`config.mk`:
```
export PLATFORM = sky130hd
export DESIGN_NAME = fetch_unit
export DESIGN_NICKNAME = d
export VERILOG_FILES = /design/src/rtl/cpu_pkg.sv /design/src/rtl/if_id_reg.sv /design/src/rtl/fetch_unit.sv
export SDC_FILE = /design/constraint.sdc
export NUM_CORES = 1
export LEC_CHECK = 0
export CORE_MARGIN = 4
export CORE_UTILIZATION = 40
export CTS_CLUSTER_DIAMETER = 150
export DETAILED_ROUTE_END_ITERATION = 12
export GPL_ROUTABILITY_DRIVEN = 0
export SLEW_MARGIN = 20
export SYNTH_ARGS = -nofsm -noshare
export SYNTH_HDL_FRONTEND = slang
export SYNTH_SLANG_ARGS = --single-unit
```
`constraint.sdc`:
```
create_clock -name clk -period 2.35 [get_ports clk]
set_input_delay 0.47 -clock clk [delete_from_list [all_inputs] [get_ports clk]]
set_output_delay 0.47 -clock clk [all_outputs]
set_load 0.01 [all_outputs]
```
`src/rtl/cpu_pkg.sv`:
```
// rtl/cpu_pkg.sv - shared pipeline constants and fetch state encoding
package cpu_pkg;
   localparam int PC_W    = 16;
   localparam int INSTR_W = 16;
   localparam logic [PC_W-1:0] PC_INC      = 16'd2;
   localparam logic [3:0]      OPC_HLT_DEF = 4'hF;

   typedef enum logic [1:0] {
      ST_FETCH  = 2'd0,
      ST_DROP   = 2'd1,
      ST_HOLD   = 2'd2,
      ST_HALTED = 2'd3
   } fetch_state_e;
endpackage

```
`src/rtl/if_id_reg.sv`:
```
// rtl/if_id_reg.sv - IF/ID pipeline register with flush > stall > load priority
module if_id_reg
   import cpu_pkg::*;
(
   input  logic               clk,
   input  logic               rst_n,
   input  logic               flush_i,
   input  logic               stall_i,
   input  logic               load_i,
   input  logic [PC_W-1:0]    pc_i,
   input  logic [INSTR_W-1:0] instr_i,
   output logic               valid_o,
   output logic [PC_W-1:0]    pc_o,
   output logic [INSTR_W-1:0] instr_o
);
   always_ff @(posedge clk or negedge rst_n) begin
      if (!rst_n) begin
         valid_o <= 1'b0;
         pc_o    <= '0;
         instr_o <= '0;
      end else if (flush_i) begin
         valid_o <= 1'b0;
      end else if (!stall_i) begin
         valid_o <= load_i;
         if (load_i) begin
            pc_o    <= pc_i;
            instr_o <= instr_i;
         end
      end
   end
endmodule

```
`src/rtl/fetch_unit.sv`:
```
// rtl/fetch_unit.sv - instruction fetch stage: PC, imem handshake, hold buffer, redirect, halt
// Optional FETCH_PERF_EN adds saturating fetch/stall performance counters.
module fetch_unit
   import cpu_pkg::*;
#(
   parameter logic [PC_W-1:0] RESET_PC = 16'h0000,
   parameter logic [3:0]      OPC_HLT  = OPC_HLT_DEF
)(
   input  logic               clk,
   input  logic               rst_n,
   output logic               imem_req,
   output logic [PC_W-1:0]    imem_addr,
   input  logic               imem_rdy,
   input  logic [INSTR_W-1:0] imem_data,
   input  logic               stall_i,
   input  logic               flush_i,
   input  logic [PC_W-1:0]    redirect_pc_i,
   output logic               if_id_valid,
   output logic [PC_W-1:0]    if_id_pc,
   output logic [INSTR_W-1:0] if_id_instr,
   output logic [PC_W-1:0]    pc,
   output logic               hlt
`ifdef FETCH_PERF_EN
   ,
   output logic [15:0]        perf_fetch_cnt,
   output logic [15:0]        perf_stall_cnt
`endif
);
   fetch_state_e       state_q, state_d;
   logic [PC_W-1:0]    pc_q, pc_d;
   logic [PC_W-1:0]    pend_pc_q, pend_pc_d;
   logic [PC_W-1:0]    buf_pc_q, buf_pc_d;
   logic [INSTR_W-1:0] buf_instr_q, buf_instr_d;
   logic               ld;
   logic [PC_W-1:0]    ld_pc;
   logic [INSTR_W-1:0] ld_instr;

   always_ff @(posedge clk or negedge rst_n) begin
      if (!rst_n) begin
         state_q     <= ST_FETCH;
         pc_q        <= RESET_PC;
         pend_pc_q   <= '0;
         buf_pc_q    <= '0;
         buf_instr_q <= '0;
      end else begin
         state_q     <= state_d;
         pc_q        <= pc_d;
         pend_pc_q   <= pend_pc_d;
         buf_pc_q    <= buf_pc_d;
         buf_instr_q <= buf_instr_d;
      end
   end

   always_comb begin
      state_d     = state_q;
      pc_d        = pc_q;
      pend_pc_d   = pend_pc_q;
      buf_pc_d    = buf_pc_q;
      buf_instr_d = buf_instr_q;
      ld          = 1'b0;
      ld_pc       = pc_q + PC_INC;
      ld_instr    = imem_data;
      unique case (state_q)
         ST_FETCH: begin
            if (flush_i) begin
               // A request still in flight must complete before the redirect takes effect.
               if (imem_rdy) pc_d = redirect_pc_i;
               else begin
                  pend_pc_d = redirect_pc_i;
                  state_d   = ST_DROP;
               end
            end else if (imem_rdy) begin
               if (stall_i) begin
                  buf_pc_d    = pc_q;
                  buf_instr_d = imem_data;
                  state_d     = ST_HOLD;
               end else begin
                  ld   = 1'b1;
                  pc_d = pc_q + PC_INC;
                  if (imem_data[15:12] == OPC_HLT) state_d = ST_HALTED;
               end
            end
         end
         ST_DROP: begin
            if (flush_i) pend_pc_d = redirect_pc_i;
            if (imem_rdy) begin
               pc_d    = flush_i ? redirect_pc_i : pend_pc_q;
               state_d = ST_FETCH;
            end
         end
         ST_HOLD: begin
            ld_pc    = buf_pc_q + PC_INC;
            ld_instr = buf_instr_q;
            if (flush_i) begin
               pc_d    = redirect_pc_i;
               state_d = ST_FETCH;
            end else if (!stall_i) begin
               ld      = 1'b1;
               pc_d    = buf_pc_q + PC_INC;
               state_d = (buf_instr_q[15:12] == OPC_HLT) ? ST_HALTED : ST_FETCH;
            end
         end
         ST_HALTED: begin
            if (flush_i) begin
               pc_d    = redirect_pc_i;
               state_d = ST_FETCH;
            end
         end
         default: state_d = ST_FETCH;
      endcase
   end

   if_id_reg u_if_id (
      .clk     (clk),
      .rst_n   (rst_n),
      .flush_i (flush_i),
      .stall_i (stall_i),
      .load_i  (ld),
      .pc_i    (ld_pc),
      .instr_i (ld_instr),
      .valid_o (if_id_valid),
      .pc_o    (if_id_pc),
      .instr_o (if_id_instr)
   );

   assign imem_req  = (state_q == ST_FETCH) || (state_q == ST_DROP);
   assign imem_addr = pc_q;
   assign pc        = pc_q;
   assign hlt       = (state_q == ST_HALTED);

`ifdef FETCH_PERF_EN
   logic stall_cyc;
   assign stall_cyc = (state_q == ST_HOLD) || ((state_q == ST_FETCH) && !imem_rdy);

   always_ff @(posedge clk or negedge rst_n) begin
      if (!rst_n) begin
         perf_fetch_cnt <= '0;
         perf_stall_cnt <= '0;
      end else begin
         if (ld && perf_fetch_cnt != 16'hFFFF) perf_fetch_cnt <= perf_fetch_cnt + 16'd1;
         if (stall_cyc && perf_stall_cnt != 16'hFFFF) perf_stall_cnt <= perf_stall_cnt + 16'd1;
      end
   end
`endif
endmodule

```
==> results.yml, run 1 <==
status:
  status: "completed"
layout:
  drive_gt1_frac: 0.190
  final_cell_mix: "clkdlybuf4s50_1 (101), dfrtp_1 (99), nand2_1 (61), mux2_2 (54), o21ai_0 (47)"
  area_growth_pct: 30.5
  n_antenna_cell: 0
  finalNetCount: 664
  layout_commonest_cell: "clkdlybuf4s50_1"
timing:
  setup-tns-final_ns: 0
  drv_slew: 0
  relSlewSlack: 0.600
  worstMarginPinSlew_ns: 0.599
  period_share: 0.955
  rsz0062_at_grt: "false"
  fin_skew_ns: 0.00744
  hold_violations: 0
  setup_viol: 0
  fin_hold_ws_ns: 0.0411
  max_freq_mhz: 446
  layout_min_cycle_time_ns: 2.24
  timing.final.ws_setup_ns: 0.106
synthesis:
  ys_seq_area_frac: 0.463
  synth_edf_count: 0
  syn_avg_cell_area_um2: 10.4
  synth_nets: 560
  yosysUniqueCellTypes: 54
  synth_area_um2: 5350
  synthFlopType: "dfrtp_1"
  ys_ff_latch: 99
  syn_inst: 516
  async_flop_share: 1.00
  yosysWarnings: 0
power_and_ir_drop:
  p_int_mw: 5.74
  seqPwrFrac: 0.345
  p_leak_nw: 2.96
  switchingPower_mw: 3.57
  peakVddDrop_uv: 659
  combPwrFrac: 0.499
  p_sw_frac: 0.383
  p_clk_frac: 0.156
  powerDensity_nw_per_um2: 1330
floorplanning:
  core_um2: 12900
  io_pins: 104
  initial_core_util: 0.415
  row_count: 41
  dieArea_um2: 15300
  die_h_um: 124
  die_w_um: 124
clock_tree:
  clock_latency_ns: 0.35
  cts-root-buf: "clkbuf_16"
  hold_buffers: 0
  path_clk_slew_ns: 0.07
  cts_tree: "built"
  h-tree-depth: 3
  cts.path.max_buffers: 2
  cts_sinks: 99
  cts_buffers: 9
global_routing:
  grtUsageTotal: 0.200
  grt_pass1_vias: 4538
  overflow: 0
  antenna_found_initial: 0
  grt_max_degree: 63
  grt_pass1_wl_mm: 23.7
setup_path:
  start_kind: "flip-flop"
  endpoint_kind: "output pin"
  worstSetupPathType: "flip-flop to output pin"
  cp_max_fo: 12
  crit_arrival_ns: 1.77
  required_ns: 1.88
place:
  hpwl_mm: 10.6
  port_buffers: 103
  pre_cts_ws_ns: 0.0723
hold_path:
  min-delay-path-class: "primary input to async pin"
detailed_routing:
  ant_nets: 0
  vias: 4316
  viasPerCell: 5.42
  wl_per_cell_um: 18.1
  drt-initial-drc-count: 336
  drc: 0
  drt_first_pass_iters: 5
  wl_mm: 14.4
flow_run:
  drv_cap: 0
## per-layer routing
| layer | part of all wire | routed length [um] | track usage | vias to the layer above |
|---|---|---|---|---|
| li1 | - | - | - | 2067 |
| met5 | 0 | 0 | 0 | - |
| met1 | 0.48 | 6930 | 0.279 | 2075 |
| met3 | 0.060 | 860 | 0.0400 | 18 |
| met4 | 0.016 | 228 | 0.0734 | 0 |
| met2 | 0.44 | 6420 | 0.311 | 156 |
## power groups by stage
stage	clock, mW	combinational [mW]	sequential [mW]
floorplan	0	2.62	3.23
CTS	1.48	4.67	3.22
finish	1.45	4.64	3.22
global placement	0	4.55	3.21
detailed placement	0	4.62	3.26
global route	1.56	5.08	3.35
## Yosys cell counts, types with 7 or more instances
master	instances	area share
a21oi_1	13	0.012
a222oi_1	7	0.013
buf_2	8	0.0075
buf_4	16	0.022
clkbuf_1	21	0.015
dfrtp_1	99	0.46
ha_1	7	0.016
inv_1	8	0.0056
mux2_2	54	0.11
mux2i_1	24	0.045
nand2_1	61	0.043
nand3_1	13	0.012
nor2_1	19	0.013
nor3_1	8	0.0075
o21ai_0	47	0.044
xnor2_1	10	0.016
xor2_1	16	0.026
## sequential cells by signal, indices dropped and copies added (netlist names)
register / count
u_if_id.instr_o: 16
state_q: 2
pend_pc_q: 16
u_if_id.valid_o: 1
buf_pc_q: 16
imem_addr: 16
buf_instr_q: 16
u_if_id.pc_o: 16
## cells by family after synthesis
logic type	share of synthesized area
flip-flops	0.463
AO/OA/AOI/OAI	0.146
AND/OR/NAND/NOR	0.122
XOR/XNOR	0.0426
adder cells (fa/ha/maj)	0.0164
multiplexers	0.159
buffers and inverters	0.0510
## worst max-delay path: stages, from the launching register on
cell	delay, ns
dfrtp_1	0.39
buf_4	0.15
ha_1	0.21
buf_4	0.18
clkdlybuf4s50_1	0.49
## worst paths after layout
kind                                 endpoint          startpoint  slack (ns)  cells past startpoint
max                                       hlt          state_q[0]        0.11                      4
min                        u_if_id.instr_o[8]               rst_n        0.04                      1
max reg2reg                      imem_addr[7]          state_q[1]        0.23                      7
min reg2reg                u_if_id.instr_o[6]  u_if_id.instr_o[6]        0.48                      2
max in group asynchronous       imem_addr[12]               rst_n        1.64                      2
min in group clk           u_if_id.instr_o[6]  u_if_id.instr_o[6]        0.48                      2
## timing repair
item,4_1_cts,5_1_grt
setup buffers,1,0
resized for setup,4,0
setup endpoints to repair,1,0
## metrics by stage
step	utilization	instance area, um^2	cells	power [mW]
floorplan	-	5350	516	5.85
global placement	0.518	6670	780	7.76
detailed placement	0.518	6670	780	7.87
CTS	0.542	6980	797	9.37
global route	0.542	6980	797	9.99
finish	0.542	6980	797	9.31
## final cells by class
cell class | instances | area [um^2]
inverters | 8 | 30.0
clock buffers | 12 | 256
flip-flops and latches | 99 | 2480
well taps | 172 | 215
fillers | 1134 | 5900
multi-input cells | 363 | 2620
repair buffers | 139 | 1350
clock inverters | 4 | 33.8
Note: power is estimated with default switching activity, not from simulation.
==> inputs of run 2 (changes only) <==
--- a/config.mk
+++ b/config.mk
@@ -5,8 +5,8 @@
 export SDC_FILE = /design/constraint.sdc
 export NUM_CORES = 1
 export LEC_CHECK = 0
-export CORE_MARGIN = 4
 export CORE_UTILIZATION = 40
+export CTS_BUF_LIST = sky130_fd_sc_hd__clkbuf_2 sky130_fd_sc_hd__clkbuf_4 sky130_fd_sc_hd__clkbuf_8
 export CTS_CLUSTER_DIAMETER = 150
 export DETAILED_ROUTE_END_ITERATION = 12
 export GPL_ROUTABILITY_DRIVEN = 0
==> run 2 against run 1 <==
Against the previous run: worst hold slack better by 0.44 ns; utilization is 0.58 points lower; setup slack got worse by 0.030 ns; via count increased by 1.1%; clock skew grew 0.00090 ns; total power down 4.2%; critical path depth unchanged; global-route usage grew 1.4 points.
==> results.yml, run 2 (same netlist as run 1, synthesis figures left out) <==
status:
  status: "completed"
layout:
  fin_util: 0.536
  fin_area_um2: 6880
  drive_gt1_frac: 0.189
  finalNetCount: 664
  regArea_um2: 2480
  n_antenna_cell: 0
  multiInputGateArea_um2: 2620
  area_growth_pct: 28.5
  final_cell_mix: "clkdlybuf4s50_1 (101), dfrtp_1 (99), nand2_1 (61), mux2_2 (54), o21ai_0 (47)"
  layout_commonest_cell: "clkdlybuf4s50_1"
  instances_no_fill: 796
  num-fill-cells: 1167
place:
  port_buffers: 103
  hpwl_mm: 10.3
  dpl-instance-area_um2: 6660
  pre_cts_ws_ns: -0.00483
  placed_cells: 778
global_routing:
  grtUsageTotal: 0.214
  grt_pass1_vias: 4413
  grt_pass1_wl_mm: 23.4
  antenna_found_initial: 0
  overflow: 0
  grt_max_degree: 63
floorplanning:
  die_h_um: 118
  initial_core_util: 0.417
  die_w_um: 118
  core_um2: 12800
  row_count: 41
  dieArea_um2: 13800
  io_pins: 104
timing:
  period_share: 0.968
  setup_viol: 0
  hold_violations: 0
  fin_skew_ns: 0.00834
  timing.final.ws_setup_ns: 0.0753
  relSlewSlack: 0.590
  worstMarginPinSlew_ns: 0.613
  layout_min_cycle_time_ns: 2.27
  drv_slew: 0
  fin_hold_ws_ns: 0.486
  rsz0062_at_grt: "false"
  max_freq_mhz: 440
setup_path:
  regToRegSetupSlack_ns: 0.22
  crit_arrival_ns: 1.80
  reg2regPathDepth: 8
  start_kind: "flip-flop"
  crit_path_start: "state_q[0]"
  endpoint_kind: "output pin"
  cp_max_fo: 12
  reg2reg_to: "imem_addr[13]"
  required_ns: 1.88
  reg2reg_from: "state_q[1]"
  worstSetupPathType: "flip-flop to output pin"
detailed_routing:
  vias: 4362
  drt_first_pass_iters: 8
  wl_per_cell_um: 18.1
  ant_nets: 0
  drt-initial-drc-count: 369
  drc: 0
  wl_mm: 14.4
  viasPerCell: 5.48
clock_tree:
  cts_tree: "built"
  cts_buffers: 9
  cts-root-buf: "clkbuf_8"
  clock_latency_ns: 0.38
  cts.path.max_buffers: 2
  path_clk_slew_ns: 0.09
  cts_sinks: 99
  h-tree-depth: 3
hold_path:
  hold_path_end: "u_if_id.instr_o[6]"
  min-delay-path-class: "flip-flop to flip-flop"
  min_path_cells: 2
  hold_path.startpoint: "u_if_id.instr_o[6]"
power_and_ir_drop:
  powerDensity_nw_per_um2: 1300
  peakVddDrop_uv: 602
  p_leak_nw: 2.92
flow_run:
  drv_cap: 0
==> run 2: cell types whose count changed in the layout (fill, tap and decap cells not counted), moves of 2 or more <==
| cell | previous run | this run |
|---|---|---|
| clkinv_4 | 2 | 0 |
| clkbuf_16 | 9 | 0 |
| clkbuf_4 | 0 | 3 |
| buf_4 | 33 | 31 |
| clkbuf_8 | 2 | 10 |
==> run 2: cell type report <==
type / count / share of cell area
Clock inverter: 2 / 0.00182
Multi-Input combinational cell: 363 / 0.381
Sequential cell: 99 / 0.360
Tap cell: 172 / 0.0313
Clock buffer: 13 / 0.0233
Timing Repair Buffer: 139 / 0.198
Inverter: 8 / 0.00437
==> run 2: worst max path at each step <==
stage          slack (ns)      endpoint
2_1_floorplan        0.33  pend_pc_q[0]
3_5_place_dp       -0.005  imem_addr[1]
5_1_grt              0.01           hlt
4_1_cts              0.08           hlt
3_3_place_gp         0.03  imem_addr[1]
6_report             0.08           hlt
==> run 2: what timing repair did <==
| action | in CTS | in global routing |
|---|---|---|
| buffers inserted | 2 | 0 |
| endpoints found under the setup margin | 1 | 0 |
| resized for setup | 4 | 0 |
| hold endpoints to repair | 17 | 0 |
| hold buffers | 1 | 0 |
==> run 2: critical path: stages (launching register included) <==
cell             delay [ns]
dfrtp_1                0.41
buf_4                  0.14
ha_1                   0.20
buf_4                  0.19
clkdlybuf4s50_1        0.49
==> run 2: per-layer routing <==
| layer | GRT usage | share of wire |
|---|---|---|
| met1 | 0.300 | 0.48 |
| met2 | 0.326 | 0.45 |
| met3 | 0.0397 | 0.052 |
| met4 | 0.0841 | 0.015 |
| met5 | 0 | 0 |
==> run 2: report_power, final <==
part	total (mW)	internal (mW)	switching, mW
clock network	1.03	0.443	0.584
logic	4.66	2.47	2.20
registers	3.22	2.50	0.726
total	8.92	5.41	3.51
==> run 2: through the flow <==
| stage | TNS (ns) | power, mW |
|---|---|---|
| floorplan | 0 | 5.85 |
| global placement | 0 | 7.75 |
| detailed placement | -0.00483 | 7.86 |
| CTS | 0 | 8.93 |
| global route | 0 | 9.53 |
| finish | 0 | 8.92 |
==> inputs of run 3 (changes only) <==
--- a/config.mk
+++ b/config.mk
@@ -10,6 +10,7 @@
 export CTS_CLUSTER_DIAMETER = 150
 export DETAILED_ROUTE_END_ITERATION = 12
 export GPL_ROUTABILITY_DRIVEN = 0
+export SKIP_CTS_REPAIR_TIMING = 1
 export SLEW_MARGIN = 20
 export SYNTH_ARGS = -nofsm -noshare
 export SYNTH_HDL_FRONTEND = slang
==> run 3 against run 2 <==
Against the previous run: the run now ends with hold timing left; clock-buffer cell count did not move; maximum frequency increased by 0.56%; highest routed layer unchanged; critical path depth did not move; largest cell class unchanged; critical endpoint unchanged; design area about the same; setup slack better by 0.013 ns.
==> results.yml, run 3 (same netlist as run 1, synthesis figures left out) <==
status:
  status: "finished with violations"
  violations: "hold timing"
place:
  dpl-instance-area_um2: 6660
  hpwl_mm: 10.3
  port_buffers: 103
setup_path:
  endpoint_kind: "output pin"
  cp_slowest_cell: "clkdlybuf4s50_1"
  crit_path_start: "state_q[1]"
  reg2reg_to: "imem_addr[13]"
  start_kind: "flip-flop"
  critical_path_buf_inv_count: 3
  cp_cell_sequence: "buf_4, ha_1, buf_4, clkdlybuf4s50_1"
  reg2reg_from: "state_q[1]"
  reg2regPathDepth: 8
  slowest_delay_ns: 0.56
  required_ns: 1.88
  cp_top_family: "buffers and inverters"
  cp.depth: 4
  cp_max_fo: 12
  cpMostUsedCell: "buf_4"
  regToRegSetupSlack_ns: 0.20
  worstSetupPathType: "flip-flop to output pin"
  setup.worst_path.end: "hlt"
  crit_arrival_ns: 1.79
timing:
  fin_skew_ns: 0.00631
  max_freq_mhz: 442
  fin_hold_ws_ns: -0.00412
  rsz0062_at_grt: "false"
  hold_violations: 3
  period_share: 0.963
  drv_slew: 0
  worstMarginPinSlew_ns: 0.625
  relSlewSlack: 0.583
  layout_min_cycle_time_ns: 2.26
  setup_viol: 0
global_routing:
  antenna_found_initial: 0
  grt_pass1_vias: 4400
  grt_max_degree: 63
  grt_pass1_wl_mm: 23.3
  grtUsageTotal: 0.213
  overflow: 0
layout:
  layout_commonest_cell: "clkdlybuf4s50_1"
  multiInputGateArea_um2: 2620
  fin_area_um2: 6870
  regArea_um2: 2480
  area_growth_pct: 28.4
  finalNetCount: 663
  drive_gt1_frac: 0.189
  n_antenna_cell: 0
  num-fill-cells: 1168
  final_cell_mix: "clkdlybuf4s50_1 (101), dfrtp_1 (99), nand2_1 (61), mux2_2 (54), o21ai_0 (47)"
detailed_routing:
  drc: 0
  viasPerCell: 5.48
  drt-initial-drc-count: 358
  drt_first_pass_iters: 7
  wl_mm: 14.4
  ant_nets: 0
  vias: 4356
  wl_per_cell_um: 18.1
clock_tree:
  path_clk_slew_ns: 0.09
  cts_buffers: 9
  cts_sinks: 99
  cts_tree: "built"
  clock_latency_ns: 0.38
  cts-root-buf: "clkbuf_8"
  h-tree-depth: 3
  cts.path.max_buffers: 2
power_and_ir_drop:
  p_int_mw: 5.41
  peakVddDrop_uv: 612
  combPwrFrac: 0.524
  switchingPower_mw: 3.50
  powerDensity_nw_per_um2: 1300
  p_clk_frac: 0.114
  p_leak_nw: 2.92
  finalPower_mw: 8.91
  p_sw_frac: 0.392
  seqPwrFrac: 0.362
floorplanning:
  row_count: 41
  die_w_um: 118
  initial_core_util: 0.417
  core_um2: 12800
  io_pins: 104
  die_h_um: 118
  dieArea_um2: 13800
flow_run:
  drv_cap: 0
hold_path:
  min-delay-path-class: "primary input to async pin"
[run 3: changes by cell type in the layout (fill, tap and decap cells not counted)]
cell,before,now
dlygate4sd3_1,1,0
dlygate4sd2_1,1,0
dlymetal6s2s_1,0,1
[run 3: worst reg2reg max path: cells and delay by family (launching register included)]
kind / cells / cell delay, ns
compound gates: 5 / 1.06
fa+ha+maj: 1 / 0.26
buf+inv: 2 / 0.31
flops: 1 / 0.39
[run 3: through the flow]
step           utilization  std cells  worst slack (ns)  setup TNS [ns]
6_report             0.536        795            0.0879               0
3_5_place_dp         0.520        778          -0.00483        -0.00483
5_1_grt              0.536        795            0.0111               0
2_1_floorplan            -        516             0.331               0
3_3_place_gp         0.520        778            0.0268               0
4_1_cts              0.533        793            -0.207          -0.207
[run 3: how the worst min path moves through the flow]
stage          slack (ns)  start  cells after the start             endpoint
2_1_floorplan        0.17  rst_n                      0       buf_instr_q[0]
3_3_place_gp         0.40  rst_n                      1      buf_instr_q[10]
4_1_cts            -0.008  rst_n                      1  u_if_id.instr_o[10]
5_1_grt             0.004  rst_n                      1  u_if_id.instr_o[10]
3_5_place_dp         0.41  rst_n                      1  u_if_id.instr_o[10]
6_report           -0.004  rst_n                      1  u_if_id.instr_o[10]
[run 3: cell type report]
class	instances	area share
Multi-Input combinational cell	363	0.381
Sequential cell	99	0.361
Timing Repair Buffer	138	0.197
Tap cell	172	0.0313
Clock buffer	13	0.0233
Inverter	8	0.00437
Clock inverter	2	0.00182
[run 3: metal layers]
layer	up-vias	part of all wire	GRT usage	routed length, um
li1	2062	-	-	-
met1	2130	0.47	0.301	6770
met2	150	0.46	0.322	6570
met3	14	0.058	0.0402	827
met4	0	0.013	0.0841	193
met5	-	0	0	0
[run 3: power by group through the flow]
stage	registers, mW	clock network, mW	logic, mW
2_1_floorplan	3.23	0	2.62
4_1_cts	3.22	1.05	4.63
6_report	3.22	1.02	4.67
3_3_place_gp	3.21	0	4.54
5_1_grt	3.34	1.12	5.07
3_5_place_dp	3.25	0	4.60
